**config.mk**
```make
export PLATFORM = sky130hd
export DESIGN_NAME = shift_add_mult
export DESIGN_NICKNAME = d
export VERILOG_FILES = /design/src/rtl/shift_add_mult.sv
export SDC_FILE = /design/constraint.sdc
export NUM_CORES = 1
export LEC_CHECK = 0
export CORE_MARGIN = 5
export CORE_UTILIZATION = 37
export CTS_CLUSTER_DIAMETER = 120
export DETAILED_ROUTE_END_ITERATION = 10
export PLACE_DENSITY = 0.6
export SLEW_MARGIN = 20
export SYNTH_ARGS = -nofsm -noshare
export SYNTH_HDL_FRONTEND = slang
export SYNTH_SLANG_ARGS = --single-unit
```
**constraint.sdc**
```tcl
create_clock -name clk -period 5.5 [get_ports clk]
set_input_delay 1.65 -clock clk [delete_from_list [all_inputs] [get_ports clk]]
set_output_delay 1.65 -clock clk [all_outputs]
set_load 0.02 [all_outputs]
```
**src/rtl/shift_add_mult.sv**
```systemverilog
// Sequential radix-2 shift-and-add multiplier: full 2*WIDTH-bit product of two
// WIDTH-bit operands, signed or unsigned, one multiplier bit per clock.
module shift_add_mult #(
    parameter int WIDTH = 32
) (
    input  logic                 clk,
    input  logic                 reset,
    input  logic                 start,
    input  logic                 is_signed,
    input  logic [WIDTH-1:0]     multiplicand_in,
    input  logic [WIDTH-1:0]     multiplier_in,
    output logic [2*WIDTH-1:0]   product_out,
    output logic                 busy,
    output logic                 ready
);

    localparam int CW = $clog2(WIDTH + 1);

    // One-hot so busy/ready come straight from state flops.
    localparam logic [2:0] S_IDLE = 3'b001;
    localparam logic [2:0] S_RUN  = 3'b010;
    localparam logic [2:0] S_DONE = 3'b100;

    localparam logic [CW-1:0] LAST_COUNT = CW'(WIDTH - 1);

    logic [2:0]           state_q,   state_d;
    logic [2*WIDTH-1:0]   acc_q,     acc_d;
    logic [WIDTH-1:0]     mcand_q,   mcand_d;
    logic [WIDTH-1:0]     mplier_q,  mplier_d;
    logic                 neg_q,     neg_d;
    logic [CW-1:0]        count_q,   count_d;
    logic [2*WIDTH-1:0]   product_q, product_d;

    logic [WIDTH:0]       partial;
    logic [2*WIDTH:0]     wide;
    logic [2*WIDTH-1:0]   shifted;

    // Upper half plus optional multiplicand keeps its carry in bit WIDTH,
    // which becomes the new accumulator MSB after the right shift.
    assign partial = {1'b0, acc_q[2*WIDTH-1:WIDTH]}
                   + (mplier_q[0] ? {1'b0, mcand_q} : '0);
    assign wide    = {partial, acc_q[WIDTH-1:0]};
    assign shifted = (2*WIDTH)'(wide >> 1);

    always_comb begin
        // NOTE: every next-state signal gets a default first so no path through
        // the case statement leaves it unassigned, which would infer a latch.
        state_d   = state_q;
        acc_d     = acc_q;
        mcand_d   = mcand_q;
        mplier_d  = mplier_q;
        neg_d     = neg_q;
        count_d   = count_q;
        product_d = product_q;

        case (state_q)
            S_IDLE, S_DONE: begin
                if (start) begin
                    state_d  = S_RUN;
                    mcand_d  = (is_signed && multiplicand_in[WIDTH-1])
                             ? -multiplicand_in : multiplicand_in;
                    mplier_d = (is_signed && multiplier_in[WIDTH-1])
                             ? -multiplier_in : multiplier_in;
                    neg_d    = is_signed & (multiplicand_in[WIDTH-1] ^ multiplier_in[WIDTH-1]);
                    acc_d    = '0;
                    count_d  = '0;
                end
            end
            S_RUN: begin
                acc_d    = shifted;
                mplier_d = mplier_q >> 1;
                count_d  = count_q + CW'(1);
                if (count_q == LAST_COUNT) begin
                    state_d   = S_DONE;
                    product_d = neg_q ? -shifted : shifted;
                end
            end
            default: state_d = S_IDLE;
        endcase
    end

    always_ff @(posedge clk) begin
        // NOTE: state registers use non-blocking assignments so every flop
        // samples the pre-edge values regardless of statement order.
        if (!reset) begin
            state_q   <= S_IDLE;
            acc_q     <= '0;
            mcand_q   <= '0;
            mplier_q  <= '0;
            neg_q     <= 1'b0;
            count_q   <= '0;
            product_q <= '0;
        end else begin
            state_q   <= state_d;
            acc_q     <= acc_d;
            mcand_q   <= mcand_d;
            mplier_q  <= mplier_d;
            neg_q     <= neg_d;
            count_q   <= count_d;
            product_q <= product_d;
        end
    end

    assign busy        = state_q[1];
    assign ready       = state_q[2];
    assign product_out = product_q;

endmodule

```
After elaboration in Yosys (flattened, before gate mapping)

Index checks and enable logic that the tools add are counted.

Add/sub/neg operators: 5
Equal/unequal tests: 6
Muxes and demuxes: 13
Bitwise operators: 2
Reductions and logical operators: 8

Operators by type and width:

| operator                                                        | number |
|---|---|
| 32-bit two-way mux                                              | 4 |
| 64-bit two-way mux                                              | 2 |
| 64-bit case mux with 2 select lines                             | 1 |
| 32-bit negator                                                  | 2 |
| 64-bit negator                                                  | 1 |
| 32-bit case mux with 2 select lines                             | 1 |
| 32-bit by 32-bit adder with 33-bit output                       | 1 |
| 6-bit case mux with 2 select lines                              | 1 |
| 2-bit AND reduction                                             | 4 |
| 6-bit by 1-bit adder with 6-bit output, second input constant   | 1 |
| 6-bit by 5-bit == test with 1-bit output, second input constant | 1 |
| 3-bit two-way mux                                               | 2 |
| 6-bit two-way mux                                               | 1 |
| 3-bit case mux with 2 select lines                              | 1 |
| 2-bit != test, second input constant                            | 2 |
| 3-bit by 1-bit == test with 1-bit output, second input constant | 1 |
| 3-bit by 2-bit == test with 1-bit output, second input constant | 1 |
| 3-bit == test, second input constant                            | 1 |
| 1-bit logical AND                                               | 2 |
| 2-bit nonzero test                                              | 1 |
| 2-bit OR reduction                                              | 1 |
| 1-bit AND                                                       | 1 |
| 1-bit bitwise XOR                                               | 1 |

Register bits: 202
Input bits: 68
Output and inout port bits: 66

Longest topological paths before layout

Depth in word-level cells: 4
Mapped depth: 16

Worst setup path after synthesis

OpenSTA, ideal clock, no wires.

Kind: in2reg
From: input port multiplier_in[4]
To: register mplier_q[29]
Arrival time: 4.100 ns
Data required time: 5.430 ns
Slack: 1.329 ns
Cell stages on the path: 10
Path through: or4_1 nor4_1 nand2_1 nor2_1 nand2_1 or4_1 o41ai_1 xnor2_1 nand2_1 a21oi_1

Cells in the longest elaborated chain, start to end: 4

Ends and longest elaborated chain:

| item                                | RTL line | RTL |
|---|---|---|
| start: declaration                  | 11       | `input logic [WIDTH-1:0] multiplier_in,` |
| 32-bit negator                      | 63       | `? -multiplier_in : multiplier_in;` |
| 32-bit two-way mux                  | 63       |  |
| 32-bit two-way mux                  | 58       | `if (start) begin` |
| 32-bit case mux with 2 select lines | 56       | `case (state_q)` |
| end signal: assignment              | 97       | `mplier_q <= mplier_d;` |
| end: declaration                    | 29       | `logic [WIDTH-1:0] mplier_q, mplier_d;` |

Every way passes these cells. The select of a mux whose other input is x is not followed.
A chain may end at the register's enable or synchronous reset.

Final worst setup path

From: register mplier_q[0]
To: register product_q[59] (netlist: product_out[59])

Cells in the longest elaborated chain, start to end: 4

Ends and longest elaborated chain:

| item                                          | RTL line | RTL |
|---|---|---|
| 32-bit two-way mux (*)                        | 41       | `+ (mplier_q[0] ? {1'b0, mcand_q} : '0);` |
| 32-bit by 32-bit adder with 33-bit output (*) | 41       |  |
| 64-bit negator                                | 75       | `product_d = neg_q ? -shifted : shifted;` |
| 64-bit two-way mux (*)                        | 75       |  |
| end signal: assignment                        | 100      | `product_q <= product_d;` |
| end: declaration                              | 32       | `logic [2*WIDTH-1:0] product_q, product_d;` |

Mark *: on every way between the ends. The rest lies on a longest branch, timed or not.

==> results.tsv <==
metric	value	unit
async_reset_ff_share	0	%
rsz0062_at_grt	no	
synth_nets	1710	
ys_ff_latch	201	
die_w	192	um
diodes	0	
detail-route-antenna-nets	0	
p_clk_share	42.4	%
syn-cell-area	0.0123	mm^2
cp.required	5.94	ns
std_cell_rows	66	
fin_crit	4.59	ns
fmax	218	MHz
dr_total_vias	11522	
hp-class	reg -> reg	
syn_to_final_growth	18.7	%
hold_viol	0	
cts_setup_buffers	0	
wl	33600	um
critPathCaptureType	register	
cp-start-kind	register	
synth_cell_types	78	
core_area	0.0326	mm^2
tightest_slew	0.876	ns
synth_area_leaders	dfxtp_1 33%, a21oi_1 6.5%, xor2_1 6.1%	
path_max_fanout	26	
synth_edf_count	0	
ys_seq_area_share	32.8	%
finalCritPeriodShare	83.4	%
switching_share	25.6	%
fin_nets	1772	
grt.total_usage	17.7	%
grt_pass1_vias	10714	
ioPinCount	134	
status	finished clean	
p_per_area	229	mW/mm^2
clock_path_buffers	3	
synthCells	1605	
vdd_ir_drop_max	0.196	mV
grt_pass1_wl	55500	um
maxSlewHeadroom	41.6	%
p_int	0.00248	W
ys.flop_type	dfxtp_1	
combPwrFrac	11.9	%
p_seq_share	45.7	%
cts_resized	0	
synth_top_area_share	32.8	%
syn_area_per_cell	7.65	um^2
clk_pin_slew	0.06	ns
ff_latch_area	0.00403	mm^2
cts_tree	built	
path_class	reg -> reg	
layout_common_cells	200 x dfxtp_1, 179 x nand2_1, 164 x nor2_1	
drcViolationCount	0	
final_common_cell	dfxtp_1	
yosysTopAreaCell	dfxtp_1	
drt_iter0_drc	620	
fin_hold_ws	0.449	ns
cts.sink_count	201	
drive_gt1_share	5.06	%
hpwlAfterDp	24700	um
p_leak	5.32	nW
arrival	5.03	ns
clock_latency	0.52	ns
fillCellCount	3279	
initial_core_util	37.6	%
final_core_util	44.7	%
h-tree-depth	1	
maxCapViolations	0	
slew_viol_final	0	
synth.yosys.warnings	0	
hold_buffers	0	
port_buffers	133	
finalSetupViolations	0	
antenna_found_initial	0	
dieArea	0.0369	mm^2
numCtsBuffers	23	
switching_power	0.000856	W
grt_max_degree	72	
multiInputGateArea	0.00773	mm^2
place.gp.congestion	0.918	
grt_overflow	0	
tns	0	ns
drtPass1Iterations	4	
wl_per_cell	15.9	um
die_y	192	um
skew	0.0118	ns
root_buffer	clkbuf_16	
vias_per_cell	5.43	
==> through the flow <==
step	setup WS, ns	instances	total power, W	instance area (um^2)
4_1_cts	0.924	2121	0.00340	14600
2_1_floorplan	1.33	1605	0.00181	12300
3_5_place_dp	0.572	2084	0.00196	13900
5_1_grt	0.453	2121	0.00350	14600
3_3_place_gp	0.635	2084	0.00195	13900
6_report	0.913	2121	0.00334	14600
==> flip-flops by register name (all words and copies together) (netlist names) <==
register and count:
acc_q 63, count_q 6, mcand_q 32, mplier_q 32, neg_q 1, product_out 64, state_q 3
==> worst max-delay path, cell delays in order (launching register included) <==
cell	delay (ns)
dfxtp_1	0.52
and2_1	0.30
ha_1	0.22
fa_1	0.44
a211oi_2	0.32
o211ai_1	0.14
a21oi_1	0.43
o21bai_1	0.16
xor2_1	0.19
nor3_1	0.50
nand3_1	0.21
or3_1	0.45
or4_1	0.48
a31oi_1	0.14
==> routing by layer <==
metal | wire length (um) | global-route usage [%] | part of all wire (%) | vias to the layer above
met1 | 17000 | 26.3 | 51 | 5316
li1 | - | - | - | 5920
met5 | 0 | 0 | 0 | -
met3 | 1810 | 2.67 | 5.4 | 41
met2 | 14100 | 27.0 | 42 | 245
met4 | 672 | 4.33 | 2.0 | 0
==> power by group through the flow <==
stage | Combinational (W) | Sequential (W) | Clock (W)
finish | 0.000397 | 0.00153 | 0.00141
CTS | 0.000399 | 0.00153 | 0.00147
detailed placement | 0.000398 | 0.00156 | 0
global route | 0.000443 | 0.00153 | 0.00153
floorplan | 0.000263 | 0.00155 | 0
global placement | 0.000395 | 0.00156 | 0
==> synthesized netlist by cell type, types with 18 or more instances <==
master / number
or4_1: 18
and2_1: 44
a211oi_1: 80
nor2_1: 165
a21oi_1: 160
dfxtp_1: 201
xor2_1: 85
xnor2_1: 49
or3_1: 22
inv_1: 22
a31oi_1: 21
nand2_1: 180
clkbuf_1: 91
a22oi_1: 36
nand3_1: 79
ha_1: 36
o31ai_1: 29
nor3_1: 26
o21ai_0: 72
==> worst paths after layout <==
kind	start	depth (start not counted)	slack, ns	endpoint
setup reg to reg	mplier_q[0]	13	0.91	product_out[59]
setup / recovery	mplier_q[0]	13	0.91	product_out[59]
hold reg to reg	neg_q	2	0.45	neg_q
hold / removal	neg_q	2	0.45	neg_q
==> layout make-up <==
type | count | share of cell area, %
clock buffer | 35 | 4.53
clock inverter | 2 | 0.172
inverter | 23 | 0.626
multi-input combinational | 1265 | 53.0
sequential | 201 | 27.6
tap | 442 | 3.79
timing repair buffer | 153 | 10.2
==> cell families after synthesis <==
family                   count (synthesis)  synth area share, %
AO/OA/AOI/OAI                          478                 25.1
XOR/XNOR                               134                 9.56
adder cells (fa/ha/maj)                 37                 3.83
buffers and inverters                  139                 4.38
flip-flops                             201                 32.8
multiplexers                             8                0.662
AND/OR/NAND/NOR                        608                 23.7
Power figures use the tool's default switching activity.
